File: config.mk
export PLATFORM = sky130hd
export DESIGN_NAME = seq_det_10110
export DESIGN_NICKNAME = d
export VERILOG_FILES = /design/src/rtl/seq_pkg.sv /design/src/rtl/sat_counter.sv /design/src/rtl/seq_det_10110.sv
export SDC_FILE = /design/constraint.sdc
export NUM_CORES = 1
export LEC_CHECK = 0
export CAP_MARGIN = 20
export CORE_UTILIZATION = 43
export CTS_CLUSTER_SIZE = 10
export DETAILED_ROUTE_END_ITERATION = 10
export GPL_TIMING_DRIVEN = 1
export PLACE_DENSITY = 0.73
export SETUP_SLACK_MARGIN = 0.3
export SLEW_MARGIN = 20
export SYNTH_ARGS = -nofsm -noshare
export SYNTH_HDL_FRONTEND = slang
export SYNTH_SLANG_ARGS = --single-unit
File: constraint.sdc
create_clock -name clk -period 2.1 [get_ports clk]
set_input_delay 0.63 -clock clk [delete_from_list [all_inputs] [get_ports clk]]
set_output_delay 0.63 -clock clk [all_outputs]
set_load 0.1 [all_outputs]
File: src/rtl/seq_pkg.sv
// seq_pkg: shared state codes and pattern constants for the 10110 generator and detector
package seq_pkg;
   typedef enum logic [2:0] {
      IDLE  = 3'd0,
      S1    = 3'd1,
      S10   = 3'd2,
      S101  = 3'd3,
      S1011 = 3'd4
   } state_t;
   localparam int unsigned PAT_LEN = 5;
   localparam logic [PAT_LEN-1:0] PATTERN = 5'b10110;
   localparam logic [2:0] GEN_S0 = 3'd0;
   localparam logic [2:0] GEN_S1 = 3'd1;
   localparam logic [2:0] GEN_S2 = 3'd2;
   localparam logic [2:0] GEN_S3 = 3'd3;
   localparam logic [2:0] GEN_S4 = 3'd4;
endpackage

File: src/rtl/sat_counter.sv
// sat_counter: saturating up-counter with synchronous clear that wins over increment
module sat_counter #(
   parameter int W = 8
) (
   input  logic         clk,
   input  logic         rst,
   input  logic         clr,
   input  logic         inc,
   output logic [W-1:0] cnt
);
   logic [W-1:0] cnt_q;
   logic [W-1:0] cnt_d;
   always_comb cnt_d = clr ? '0 : (inc && !(&cnt_q)) ? cnt_q + 1'b1 : cnt_q;
   always_ff @(posedge clk)
      if (rst) cnt_q <= '0;
      else cnt_q <= cnt_d;
   assign cnt = cnt_q;
endmodule

File: src/rtl/seq_det_10110.sv
// seq_det_10110: strobed serial 10110 detector with overlap select and saturating match count
module seq_det_10110
   import seq_pkg::*;
#(
   parameter int CNT_W = 8
) (
   input  logic             clk,
   input  logic             rst,
   input  logic             din,
   input  logic             din_vld,
   input  logic             overlap_en,
   input  logic             clr,
   output logic             match,
   output logic [CNT_W-1:0] match_cnt,
   output logic [2:0]       state_dbg
);
   state_t state_q;
   state_t state_d;
   logic   match_q;
   logic   match_d;
   always_comb begin
      state_d = state_q;
      match_d = 1'b0;
      if (din_vld)
         case (state_q)
            IDLE:    state_d = din ? S1 : IDLE;
            S1:      state_d = din ? S1 : S10;
            S10:     state_d = din ? S101 : IDLE;
            S101:    state_d = din ? S1011 : S10;
            S1011: begin
               state_d = din ? S1 : (overlap_en ? S10 : IDLE);
               match_d = !din;
            end
            default: state_d = IDLE;
         endcase
   end
   always_ff @(posedge clk)
      if (rst) begin
         state_q <= IDLE;
         match_q <= 1'b0;
      end else begin
         state_q <= state_d;
         match_q <= match_d;
      end
   sat_counter #(.W(CNT_W)) u_cnt (
      .clk (clk),
      .rst (rst),
      .clr (clr),
      .inc (match_d),
      .cnt (match_cnt)
   );
   assign match     = match_q;
   assign state_dbg = state_q;
endmodule

==> Word-level counts from Yosys, hierarchy flattened <==
Index checks and enable logic that the tools add are counted.
{ "word_totals": {"word_cells": 23, "regBits": 12, "output_inout_bits": 12} }
{ "classes": {"addsub": 1, "n_reduce_logical": 6, "muxes": 9, "eq_ne": 4} }
{ "op_table": {"columns": ["cell", "count"], "rows": [
  ["case mux 3 bit (5 select lines)", 1],
  ["adder 8 x 1 -> 8 bit, second input constant", 1],
  ["two-way mux 2 bit", 4],
  ["AND reduction 8 bit", 1],
  ["equality test 3 x 2 -> 1 bit, second input constant", 2],
  ["equality test 3 x 1 -> 1 bit, second input constant", 1],
  ["equality test 3 bit, second input constant", 1],
  ["zero test 3 bit", 1],
  ["two-way mux 1 bit", 3],
  ["two-way mux 3 bit", 1],
  ["zero test 1 bit", 2],
  ["OR reduction 2 bit", 1],
  ["logical AND 1 bit", 1]
]} }

==> Depth between registers and ports, before layout <==
{ "depth": {"ltp_word": 4, "depth_mapped": 5, "ltp_nobuf": 5} }

==> Hierarchy <==
A second synthesis with hierarchy kept.
{ "hier_totals": {"hier_cells": 66, "area_unflattened_um2": 615.6} }
{ "modules_own_cells": {"columns": ["mod", "cells_each", "instances", "seq_area_each_um2", "area_each_um2"], "rows": [
  ["sat_counter", 44, 1, 160.2, 420.4],
  ["seq_det_10110", 22, 1, 80.1, 195.2]
]} }

==> Least setup slack after synthesis <==
No wires, ideal clock.
{ "synth_path": {"path_kind": "register to register", "start": "register u_cnt.cnt_q[0], in the netlist u_cnt.cnt[0]", "end": "register u_cnt.cnt_q[1], in the netlist u_cnt.cnt[1]", "path_slack_ns": -0.161, "stages_incl_launch_ff": 6, "arrival_ns": 2.136, "required_ns": 1.976, "synth_period_minus_slack_ns": 2.261, "cell_sequence": "dfxtp_1 -> ha_1 -> nand4_1 -> o211ai_1 -> mux2i_1 -> nor2_1"} }
{ "synth_via": {"elab_chain_cells": 3} }
{ "synth_rtl": {"columns": ["item", "line", "rtl"], "rows": [
  ["start, declared", "sat_counter.sv:11", "logic [W-1:0] cnt_q;"],
  ["start signal, assigned", "sat_counter.sv:16", "else cnt_q <= cnt_d;"],
  ["branches (longest 3 deep; another with adder 8 x 1 -> 8 bit)", null, null]
]} }
Several ways; the timed one is not identified.
A chain may end at the register's enable or synchronous reset.

==> Worst setup path after layout <==
{ "layout_path": {"start": "input port din", "end": "register u_cnt.cnt_q[7], in the netlist u_cnt.cnt[7]"} }
{ "layout_via": {"elab_chain_cells": 4} }
{ "layout_rtl": {"columns": ["item", "line", "rtl"], "rows": [
  ["start, declared", "seq_det_10110.sv:9", "input logic din,"],
  ["zero test 1 bit", "seq_det_10110.sv:32", "match_d = !din;"],
  ["two-way mux 1 bit", "seq_det_10110.sv:25", "case (state_q)"],
  ["two-way mux 1 bit", "seq_det_10110.sv:24", "if (din_vld)"],
  ["logical AND 1 bit", "sat_counter.sv:13", "always_comb cnt_d = clr ? '0 : (inc && !(&cnt_q)) ? cnt_q + 1'b1 : cnt_q;"]
]} }
No other way between the ends.

==> impl_metrics.json <==
{
  "power_w": 0.0004283,
  "synth_area_leader_cell": "dfxtp_1",
  "cp_cell_sequence": "dlygate4sd2_1 -> nor4b_4 -> buf_4 -> nand3_1 -> buf_4 -> o21ai_0 -> a21oi_1",
  "cp_slowest_cell": "dlygate4sd2_1",
  "fin_skew_ns": 0.01037,
  "hold_depth": 2,
  "gp_congestion": 0.7677,
  "drc": 0,
  "routed_wirelength_mm": 1.473,
  "dr.pass1.iters": 4,
  "finalNetCount": 100,
  "ys_seq_area_share_pct": 41.56,
  "ant_nets": 0,
  "grt_max_degree": 11,
  "stdcell_area_um2": 963.4,
  "viasPerCell": 5.857,
  "clk_latency_ns": 0.28,
  "numPortBuffers": 17,
  "hold_path_class": "reg2reg",
  "timing.final.crit_share_pct": 80.01,
  "cts_root_buf": "clkbuf_4",
  "first_iter_violations": 16,
  "synthCells": 65,
  "die-area_um2": 1495,
  "synth.avg_cell_area_um2": 8.893,
  "hp-start": "u_cnt.cnt[4]",
  "drv_cap": 0,
  "post_drt_wl_per_cell_um": 14.03,
  "r2r_start": "u_cnt.cnt[1]",
  "insertedDiodeCount": 0,
  "fillers": 80,
  "ir_worst_vdd_v": 0.0003477,
  "start_util_pct": 49.36,
  "cts_buffer_depth": 2,
  "synth-edff-count": 0,
  "cts_tree": "built",
  "status": "completed",
  "fp-row-count": 12,
  "synth_top_area_share_pct": 41.56,
  "cts.sinks": 12,
  "rsz0062_at_grt": "no",
  "grt_overflow": 0,
  "highest_layer": "met4",
  "dpl_cell_area_um2": 935.9,
  "r2r_slack_ns": 0.45,
  "syn_nets": 72,
  "dp_hpwl_um": 981.9,
  "p_per_area_nw_per_um2": 444.5,
  "routed-wl-met3_um": 77,
  "grt_pass1_vias": 506,
  "clkSlewWorstSetupHoldPaths_ns": 0.08,
  "whs_endpoint": "u_cnt.cnt[4]",
  "ys_top_cells_by_area": "dfxtp_1 42%, a21oi_1 6.1%, nor2_1 4.5%, nor4b_4 4.1%, mux2i_1 3.5%",
  "synth.top_cells.by_count": "12 x dfxtp_1, 7 x a21oi_1, 7 x nor2_1, 4 x nand3_1, 3 x o21ai_0",
  "p_leak_nw": 0.3591,
  "worstMarginPinSlew_ns": 0.2848,
  "cpPeakStageDelay_ns": 0.26,
  "met1_length_um": 674,
  "hold_slack_ns": 0.5246,
  "crit_arrival_ns": 1.84,
  "die_x_um": 38.67,
  "dieHeight_um": 38.67,
  "grtUsageTotal_pct": 23.42,
  "wl_met2_um": 689,
  "num_vias": 615,
  "hold_buffers": 0,
  "drv_slew": 0,
  "reg2reg_to": "u_cnt.cnt[1]",
  "synth-async-reset-ratio_pct": 0,
  "fmax_ghz": 0.5952,
  "maxSlewHeadroom_pct": 80.81,
  "cp_common_cell": "buf_4",
  "ys_ff_latch": 12,
  "setup_viol": 0,
  "ys_types": 28,
  "reg2regPathDepth": 6,
  "ioPinCount": 18,
  "required_ns": 2.26,
  "cpLargestDelayFamily": "buffers and inverters",
  "synth_flop_cell": "dfxtp_1",
  "yosysMostFrequentCell": "dfxtp_1",
  "crit_type": "in2reg",
  "path_max_fanout": 5,
  "min_period_ns": 1.680,
  "netlist_area_um2": 578.1,
  "path_buf_inv": 3,
  "critPathLaunchType": "input port",
  "drive_gt1_share_pct": 40.66,
  "area_delta_synth_final_pct": 66.67,
  "hold_viol": 0,
  "htree_levels": 1,
  "grt_pass1_wl_mm": 2.277,
  "core_area_um2": 1171,
  "cts_made_buffers": 3,
  "cp-end-kind": "register",
  "grt_antenna_before_repair": 0,
  "yosysWarnings": 0
}
==> per-stage QoR <==
step,instances,TNS (ns),util [%],setup WS (ns)
2_1_floorplan,65,0,-,0.3538
5_1_grt,105,0,82.27,0.3009
4_1_cts,105,0,82.27,0.4596
3_3_place_gp,101,-0.1223,79.91,-0.06129
6_report,105,0,82.27,0.4198
3_5_place_dp,101,-0.1534,79.91,-0.06659
==> area by class of cell <==
type,instances,area [µm²],share of cell area (%)
repair buffers,25,335.3,34.81
multi-input cells,51,329.1,34.16
clock buffers,3,22.52,2.338
flip-flops and latches,12,259.0,26.88
well taps,14,17.52,1.818
==> layer usage <==
layer / track usage (%) / vias up
met5: 0 / -
met4: 15.52 / 0
met3: 4.046 / 4
met2: 35.42 / 24
met1: 29.86 / 289
li1: - / 298
==> sequential cells by signal, summed over array words and instances (netlist names) <==
signal,cells
state_dbg,3
u_cnt.cnt,8
match,1
==> worst max-delay path by stage <==
stage,slack (ns),endpoint,from,cells past startpoint
6_report,0.42,u_cnt.cnt[7],din,7
5_1_grt,0.30,u_cnt.cnt[7],din,6
4_1_cts,0.46,u_cnt.cnt[4],din,5
3_5_place_dp,-0.07,u_cnt.cnt[6],din,6
3_3_place_gp,-0.06,u_cnt.cnt[6],din,6
2_1_floorplan,0.35,u_cnt.cnt[4],state_dbg[0],4
==> tightest hold or removal path: stages, from the launching register on <==
cell and delay (ns):
dfxtp_2 0.36, o31ai_1 0.07, a21oi_1 0.06
==> cell usage in the layout (no fill, tap or decap), types with 2 or more instances in the layout <==
cell type        Yosys  routed
buf_12               0      11
or3_1                2       2
dlygate4sd2_1        0       2
o21ai_0              3       2
xor2_1               2       2
and3_1               2       2
nand2_1              2       2
nand3b_1             2       2
a21oi_1              7       7
dfxtp_2              0       9
dfxtp_4              0       2
nand3_1              4       4
buf_4                0       9
a31oi_1              2       2
mux2i_1              2       2
clkdlybuf4s50_1      0       3
nor2_1               7       7
clkbuf_4             0       3
nand4_1              2       2
o211ai_1             2       2
==> cell families after synthesis <==
logic type	synth area share, %
AO/OA/AOI/OAI	17.75
XOR/XNOR	3.031
adder cells (fa/ha/maj)	2.164
buffers and inverters	1.514
flip-flops	41.56
multiplexers	3.463
AND/OR/NAND/NOR	30.52
==> repair_timing <==
action | 4_1_cts | 5_1_grt
buffers inserted | 1 | 0
setup endpoints to repair | 4 | 0
gates resized for setup | 3 | 0
endpoints found under the hold margin | 0 | 0
==> where the power goes <==
| group | internal [W] | switching (W) | total [W] |
|---|---|---|---|
| logic | 0.0000242 | 0.0000251 | 0.0000493 |
| clock network | 0.0000666 | 0.0000810 | 0.000148 |
| registers | 0.000227 | 0.00000467 | 0.000231 |
No activity file was read; power rests on OpenSTA's default activity.
